$ cat src/rtl/cdc_cmd_sender_if.sv
// Command-side and CDC-side handshake bundle for cdc_cmd_sender.
// The slave modport is the sender's view; the master modport drives commands and the ack.
interface cdc_cmd_sender_if #(
  parameter int DATA_W = 32
);
  logic              inValid;
  logic              inReady;
  logic [DATA_W-1:0] inData;
  logic              reqA;
  logic [DATA_W-1:0] dataA;
  logic              ackInA;

  modport slave (
    input  inValid, inData, ackInA,
    output inReady, reqA, dataA
  );

  modport master (
    output inValid, inData, ackInA,
    input  inReady, reqA, dataA
  );
endinterface

$ cat src/rtl/cdc_cmd_sender.sv
// Clock-A launcher for the handshake bit CDC: queues commands in a small FIFO and
// issues each one as a held data word plus a 4-phase request level.
module cdc_cmd_sender #(
  parameter int DATA_W  = 32,
  parameter int DEPTH   = 4,
  parameter int TIMEOUT = 1024,
  parameter int CNT_W   = 16
) (
  input  logic                   clockA,
  input  logic                   resetA,
  cdc_cmd_sender_if.slave        cmd,
  output logic                   busy,
  output logic                   donePulse,
  output logic [CNT_W-1:0]       doneCount,
  output logic [$clog2(DEPTH):0] fifoLevel,
  input  logic                   errClr,
  output logic                   protoErr,
  output logic                   timeoutErr
);
  localparam int AW = $clog2(DEPTH);
  localparam int LW = AW + 1;
  localparam int TW = (TIMEOUT > 0) ? $clog2(TIMEOUT + 1) : 1;

  typedef enum logic [1:0] {S_IDLE, S_REQ, S_WAIT} state_t;

  // REQ-cycle counter stops at TIMEOUT so a long stall cannot wrap and re-trigger.
  function automatic logic [TW-1:0] sat_inc(input logic [TW-1:0] v);
    if (v == TW'(TIMEOUT)) return v;
    return v + TW'(1);
  endfunction

  logic [DATA_W-1:0] mem_q [DEPTH];
  logic [AW-1:0]     wr_ptr_q, rd_ptr_q;
  logic [LW-1:0]     level_q, level_d;
  state_t            state_q;
  logic              reqA_q, busy_q, done_q, proto_q, tmo_q;
  logic [DATA_W-1:0] dataA_q;
  logic [CNT_W-1:0]  doneCount_q;
  logic [TW-1:0]     tcnt_q;
  logic              full, empty, push, pop, proto_set, tmo_set;

  assign full      = (level_q == LW'(DEPTH));
  assign empty     = (level_q == '0);
  assign push      = cmd.inValid & ~full;
  assign pop       = (state_q == S_IDLE) & ~empty;
  assign proto_set = (state_q == S_IDLE) & cmd.ackInA;
  assign tmo_set   = (TIMEOUT != 0) && (state_q == S_REQ) && (tcnt_q == TW'(TIMEOUT - 1));

  always_comb begin
    level_d = level_q;
    case ({push, pop})
      2'b10:   level_d = level_q + LW'(1);
      2'b01:   level_d = level_q - LW'(1);
      default: level_d = level_q;
    endcase
  end

  // FIFO storage carries no reset; only pointers and occupancy are control state.
  always_ff @(posedge clockA) begin
    if (push) mem_q[wr_ptr_q] <= cmd.inData;
  end

  always_ff @(posedge clockA or negedge resetA) begin
    if (!resetA) begin
      wr_ptr_q <= '0;
      rd_ptr_q <= '0;
      level_q  <= '0;
    end else begin
      if (push) wr_ptr_q <= wr_ptr_q + AW'(1);
      if (pop)  rd_ptr_q <= rd_ptr_q + AW'(1);
      level_q <= level_d;
    end
  end

  always_ff @(posedge clockA or negedge resetA) begin
    if (!resetA) begin
      state_q     <= S_IDLE;
      reqA_q      <= 1'b0;
      busy_q      <= 1'b0;
      done_q      <= 1'b0;
      dataA_q     <= '0;
      doneCount_q <= '0;
      tcnt_q      <= '0;
      proto_q     <= 1'b0;
      tmo_q       <= 1'b0;
    end else begin
      done_q <= 1'b0;
      case (state_q)
        S_IDLE: begin
          if (pop) begin
            state_q <= S_REQ;
            reqA_q  <= 1'b1;
            busy_q  <= 1'b1;
            dataA_q <= mem_q[rd_ptr_q];
            tcnt_q  <= '0;
          end
        end
        S_REQ: begin
          tcnt_q <= sat_inc(tcnt_q);
          if (cmd.ackInA) begin
            state_q <= S_WAIT;
            reqA_q  <= 1'b0;
          end
        end
        S_WAIT: begin
          if (!cmd.ackInA) begin
            state_q     <= S_IDLE;
            busy_q      <= 1'b0;
            done_q      <= 1'b1;
            doneCount_q <= doneCount_q + CNT_W'(1);
          end
        end
        default: state_q <= S_IDLE;
      endcase
      // A setting event in the same cycle as errClr keeps the flag set.
      proto_q <= proto_set | (proto_q & ~errClr);
      tmo_q   <= tmo_set   | (tmo_q   & ~errClr);
    end
  end

  assign cmd.inReady = ~full;
  assign cmd.reqA    = reqA_q;
  assign cmd.dataA   = dataA_q;
  assign busy        = busy_q;
  assign donePulse   = done_q;
  assign doneCount   = doneCount_q;
  assign fifoLevel   = level_q;
  assign protoErr    = proto_q;
  assign timeoutErr  = tmo_q;
endmodule
$ cat src/flat_wrapper.sv
// flat-port wrapper written by rule: the top's interface ports become plain ports
module cdc_cmd_sender_flat 
#(
  parameter int DATA_W  = 32,
  parameter int DEPTH   = 4,
  parameter int TIMEOUT = 1024,
  parameter int CNT_W   = 16
)
  (clockA, resetA, busy, donePulse, doneCount, fifoLevel, errClr, protoErr, timeoutErr, cmd_inValid, cmd_inData, cmd_ackInA, cmd_inReady, cmd_reqA, cmd_dataA);
  cdc_cmd_sender_if #(.DATA_W(DATA_W)) cmd_i ();
  input  logic clockA;
  input  logic resetA;
  output logic busy;
  output logic donePulse;
  output logic [CNT_W-1:0] doneCount;
  output logic [$clog2(DEPTH):0] fifoLevel;
  input  logic errClr;
  output logic protoErr;
  output logic timeoutErr;
  input wire logic [$bits(cmd_i.inValid)-1:0] cmd_inValid;
  input wire logic [$bits(cmd_i.inData)-1:0] cmd_inData;
  input wire logic [$bits(cmd_i.ackInA)-1:0] cmd_ackInA;
  output wire logic [$bits(cmd_i.inReady)-1:0] cmd_inReady;
  output wire logic [$bits(cmd_i.reqA)-1:0] cmd_reqA;
  output wire logic [$bits(cmd_i.dataA)-1:0] cmd_dataA;
  assign cmd_i.inValid = cmd_inValid;
  assign cmd_i.inData = cmd_inData;
  assign cmd_i.ackInA = cmd_ackInA;
  assign cmd_inReady = cmd_i.inReady;
  assign cmd_reqA = cmd_i.reqA;
  assign cmd_dataA = cmd_i.dataA;
  cdc_cmd_sender #(.DATA_W(DATA_W), .DEPTH(DEPTH), .TIMEOUT(TIMEOUT), .CNT_W(CNT_W)) u_core (.clockA(clockA), .resetA(resetA), .cmd(cmd_i), .busy(busy), .donePulse(donePulse), .doneCount(doneCount), .fifoLevel(fifoLevel), .errClr(errClr), .protoErr(protoErr), .timeoutErr(timeoutErr));
endmodule
$ cat config.mk
export PLATFORM = sky130hd
export DESIGN_NAME = cdc_cmd_sender_flat
export DESIGN_NICKNAME = d
export VERILOG_FILES = /design/src/rtl/cdc_cmd_sender_if.sv /design/src/rtl/cdc_cmd_sender.sv /design/src/flat_wrapper.sv
export SDC_FILE = /design/constraint.sdc
export NUM_CORES = 1
export LEC_CHECK = 0
export CAP_MARGIN = 5
export CORE_ASPECT_RATIO = 1.75
export CORE_UTILIZATION = 50
export CTS_CLUSTER_SIZE = 14
export DETAILED_ROUTE_END_ITERATION = 8
export PLACE_DENSITY = 0.81
export REMOVE_ABC_BUFFERS = 1
export SLEW_MARGIN = 25
export SYNTH_ARGS = -nofsm -noshare
export SYNTH_HDL_FRONTEND = slang
export SYNTH_SLANG_ARGS = --single-unit
$ cat constraint.sdc
create_clock -name clockA -period 2.2 [get_ports clockA]
set_input_delay 0.44 -clock clockA [delete_from_list [all_inputs] [get_ports clockA]]
set_output_delay 0.44 -clock clockA [all_outputs]
set_load 0.02 [all_outputs]
==> PnR_summary.wiki <==
{| class="wikitable"
! Metric !! Value
|-
| Run status || finished clean
|-
| Antenna violations before repair || 0
|-
| Vertical die dimension || around 170 um
|-
| Placed inst area || 9080 um^2
|-
| Number of buffers on the longest clock path || 3
|-
| Cell count after synthesis || 420
|-
| Async set-or-reset flop fraction in the synthesized netlist || 36.3%
|-
| Proportion of layout cells with a drive suffix above 1 || between 20% and 30%
|-
| Root Buffer Master || clkbuf_16
|-
| Storage element area || 5670 um^2
|-
| Power per cell area || between 1000 and 1500 nW/um^2
|-
| Detailed placement HPWL || approximately 9300 um
|-
| I/O pins || 94
|-
| Post-synth EDFFs || 128
|-
| Design Power || roughly 13000 uW
|-
| Die X-Extent || 96.4 um
|-
| Antenna diode count || 0
|-
| Initial core utilization || 50.9%
|-
| Post-route cell area || 9690 um^2
|-
| Mean instance size in the synthesized netlist || around 19 um^2
|-
| Number of flip-flops and latches in the synthesized netlist || 201
|-
| Startpoint types || flop
|-
| Vias after detailed routing || around 4200
|-
| Synth warn || 0
|-
| Clock slew at the register clock pins of the worst setup and hold paths || 60 ps
|-
| First-pass GRT wire length || approximately 24000 um
|-
| Overall Global Routing Usage || 19.7%
|-
| Post-route minimum period || ~2000 ps
|-
| Actual slew at the worst max-slew pin || roughly 570 ps
|-
| Arrival time reported for the critical path endpoint || 1560 ps
|-
| Worst Skew || 8.47 ps
|-
| H-tree depth reported by CTS || 1
|-
| Number of violations reported at the end of detailed-routing iteration 0 || around 180
|-
| Count of final setup violators || 0
|-
| Unrepaired setup endpoints after global routing || false
|-
| Instance count on the critical path || 1
|-
| Cell area after technology mapping || around 7800 um^2
|-
| TritonCTS Buffers || 19
|-
| Placed Cells incl. Taps || 697
|-
| Pin count of the biggest net entering global routing || 38
|-
| Cells along the critical path || clkdlybuf4s50_1
|-
| Register-to-Register Path Depth || 10
|-
| Ranking of synthesized cells by area || edfxtp_1 49%, dfrtp_1 23%, mux4_2 9.2%
|-
| Residual DRC || 0
|-
| Area grow syn2layout || 24.3%
|-
| CP max stage cell || clkdlybuf4s50_1
|-
| Total number of nets in the final design || approximately 580
|-
| Total wire length || roughly 15000 um
|-
| Sequential cell area fraction in the yosys report || 72.7%
|-
| Detail-routed via count per cell || ~5.7
|-
| Final hold viol count || 0
|-
| Crit path max fanout || 6
|-
| Max Transition Viols Final || 0
|-
| Static Leakage || 0.00358 uW
|-
| Critical setup path kind || flop to output pin
|-
| Die footprint || 16100 um^2
|-
| Path type of the worst min-delay path || input port to asynchronous set/reset pin
|-
| Share of the synthesized area in the top cell type || 49.3%
|-
| Achievable frequency || 501 MHz
|-
| Top cell type by total area after synthesis || edfxtp_1
|-
| Remaining max-slew budget at the tightest pin || 62.3%
|-
| Row cnt || 60
|-
| Required time reported for the critical path endpoint || 1760 ps
|-
| Setup_tns || 0 ps
|-
| CTS tree || yes
|-
| Filler cells || 1098
|-
| Drt first pass iters || 4
|-
| Highest-count cells in the layout ignoring fill and taps || 128 x edfxtp_1, 91 x clkdlybuf4s50_1, 71 x dfrtp_1, 35 x mux2_2, 32 x mux4_2
|-
| # clock sinks || 201
|-
| Critical Path End Type || output pin
|-
| Number of violations of the max-capacitance limit || 0
|-
| Bufs and invs on worst path || 1
|-
| Final RePlAce weighted congestion || ~0.74
|-
| Most used DFF post-synth || edfxtp_1
|-
| Antenna Violating Nets Remaining || 0
|-
| Number of I/O port buffers || between 90 and 100
|-
| Final critical-path share of the clock period || 90.7%
|-
| Post-route non-filler standard cell count || 733
|-
| Multi-input gate area in the final layout || between 2000 and 2500 um^2
|-
| Wirelength per Cell || 20.4 um
|-
| Leading cell type in the layout, fill and taps excluded || edfxtp_1
|-
| Post-Route Hold Slack || 438 ps
|-
| Family with the most delay on the worst path || buffers and inverters
|-
| Overflow left after global routing || 0
|-
| Number of global-route vias before repair || 4586
|-
| Source-to-sink clock delay at the later pin of the worst-skew pair || 470 ps
|-
| Slowest cell delay on critical path || 650 ps
|-
| Distinct cells, synth || 44
|-
| Core Region || 15300 um^2
|-
| Worst vdd rail ir drop || 0.969 mV
|}
-- metal layers --
layer / vias to the layer above / share of wire, % / track usage [%]
li1: 1850 / - / -
met3: 17 / 4.5 / 3.13
met5: - / 0 / 0
met2: 123 / 56 / 36.2
met1: 2160 / 38 / 23.2
met4: 0 / 1.6 / 5.69
-- cell type report --
type / count / area share, %
Timing Repair Buffer: 111 / 11.9
Sequential cell: 201 / 58.6
Clock inverter: 6 / 0.542
Clock buffer: 27 / 5.32
Tap cell: 186 / 2.40
Inverter: 11 / 0.439
Multi-Input combinational cell: 191 / 20.8
-- cells by family after synthesis --
| kind of cell | synth area share (%) |
|---|---|
| flip-flops | 72.7 |
| AO/OA/AOI/OAI | 2.41 |
| AND/OR/NAND/NOR | 4.57 |
| buffers and inverters | 1.72 |
| adder cells (fa/ha/maj) | 1.54 |
| XOR/XNOR | 2.58 |
| multiplexers | 14.4 |
-- stage by stage --
step / utilization, % / setup WS, ps
after floorplan: - / -2300
after global placement: 59.3 / 59.2
after detailed placement: 59.3 / -43.9
after CTS: 63.0 / 26.1
after global routing: 63.3 / 51.9
final: 63.3 / 204
-- sequential cells by signal, summed over array words and instances, names as in the netlist, 2 cells and up --
register,flops
u_core.cmd.dataA,32
u_core.doneCount,16
u_core.fifoLevel,3
u_core.mem_q,128
u_core.rd_ptr_q,2
u_core.state_q,2
u_core.tcnt_q,11
u_core.wr_ptr_q,2
-- worst paths after layout --
path,start,end,slack [ps]
max,u_core.doneCount[3]$_DFFE_PN0P_,doneCount[3],200
min,resetA,u_core.cmd.dataA[20]$_DFFE_PN0P_,440
max reg2reg,u_core.fifoLevel[1]$_DFFE_PN0P_,u_core.fifoLevel[2]$_DFFE_PN0P_,220
min reg2reg,u_core.doneCount[15]$_DFFE_PN0P_,u_core.doneCount[15]$_DFFE_PN0P_,480
max in group asynchronous,resetA,u_core.cmd.dataA[3]$_DFFE_PN0P_,1150
min in group clockA,u_core.doneCount[15]$_DFFE_PN0P_,u_core.doneCount[15]$_DFFE_PN0P_,480
-- repair_timing --
item                                    4_1_cts  5_1_grt
gates resized for setup                       1        6
buffers inserted                              0        2
pin swaps                                     0        1
gates cloned                                  0        0
hold buffers                                  1        0
endpoints found under the setup margin        1        1
endpoints found under the hold margin        22        0
-- where the power goes --
group	switching, uW	internal, uW	total (uW)
clock network	1270	1750	3020
logic	2220	2380	4600
registers	526	5060	5590
-- cells in the mapped netlist (all sizes together) (2+ instances only) --
library cell and count:
nand3 7, a41oi 2, dfrtp 73, a21boi 2
o2bb2ai 2, and4 3, o21a 2, clkbuf 7
xnor2 17, nor3 5, a21o 2, and3 10
mux2 35, nor4 4, xor2 6, nand2b 3
nor2 6, nand2 15, ha 8, a211o 2
a21oi 4, inv 10, o21ai 4, mux4 32
a31oi 2, nand4 5, edfxtp 128, buf 10
(Power assumes the default switching activity.)
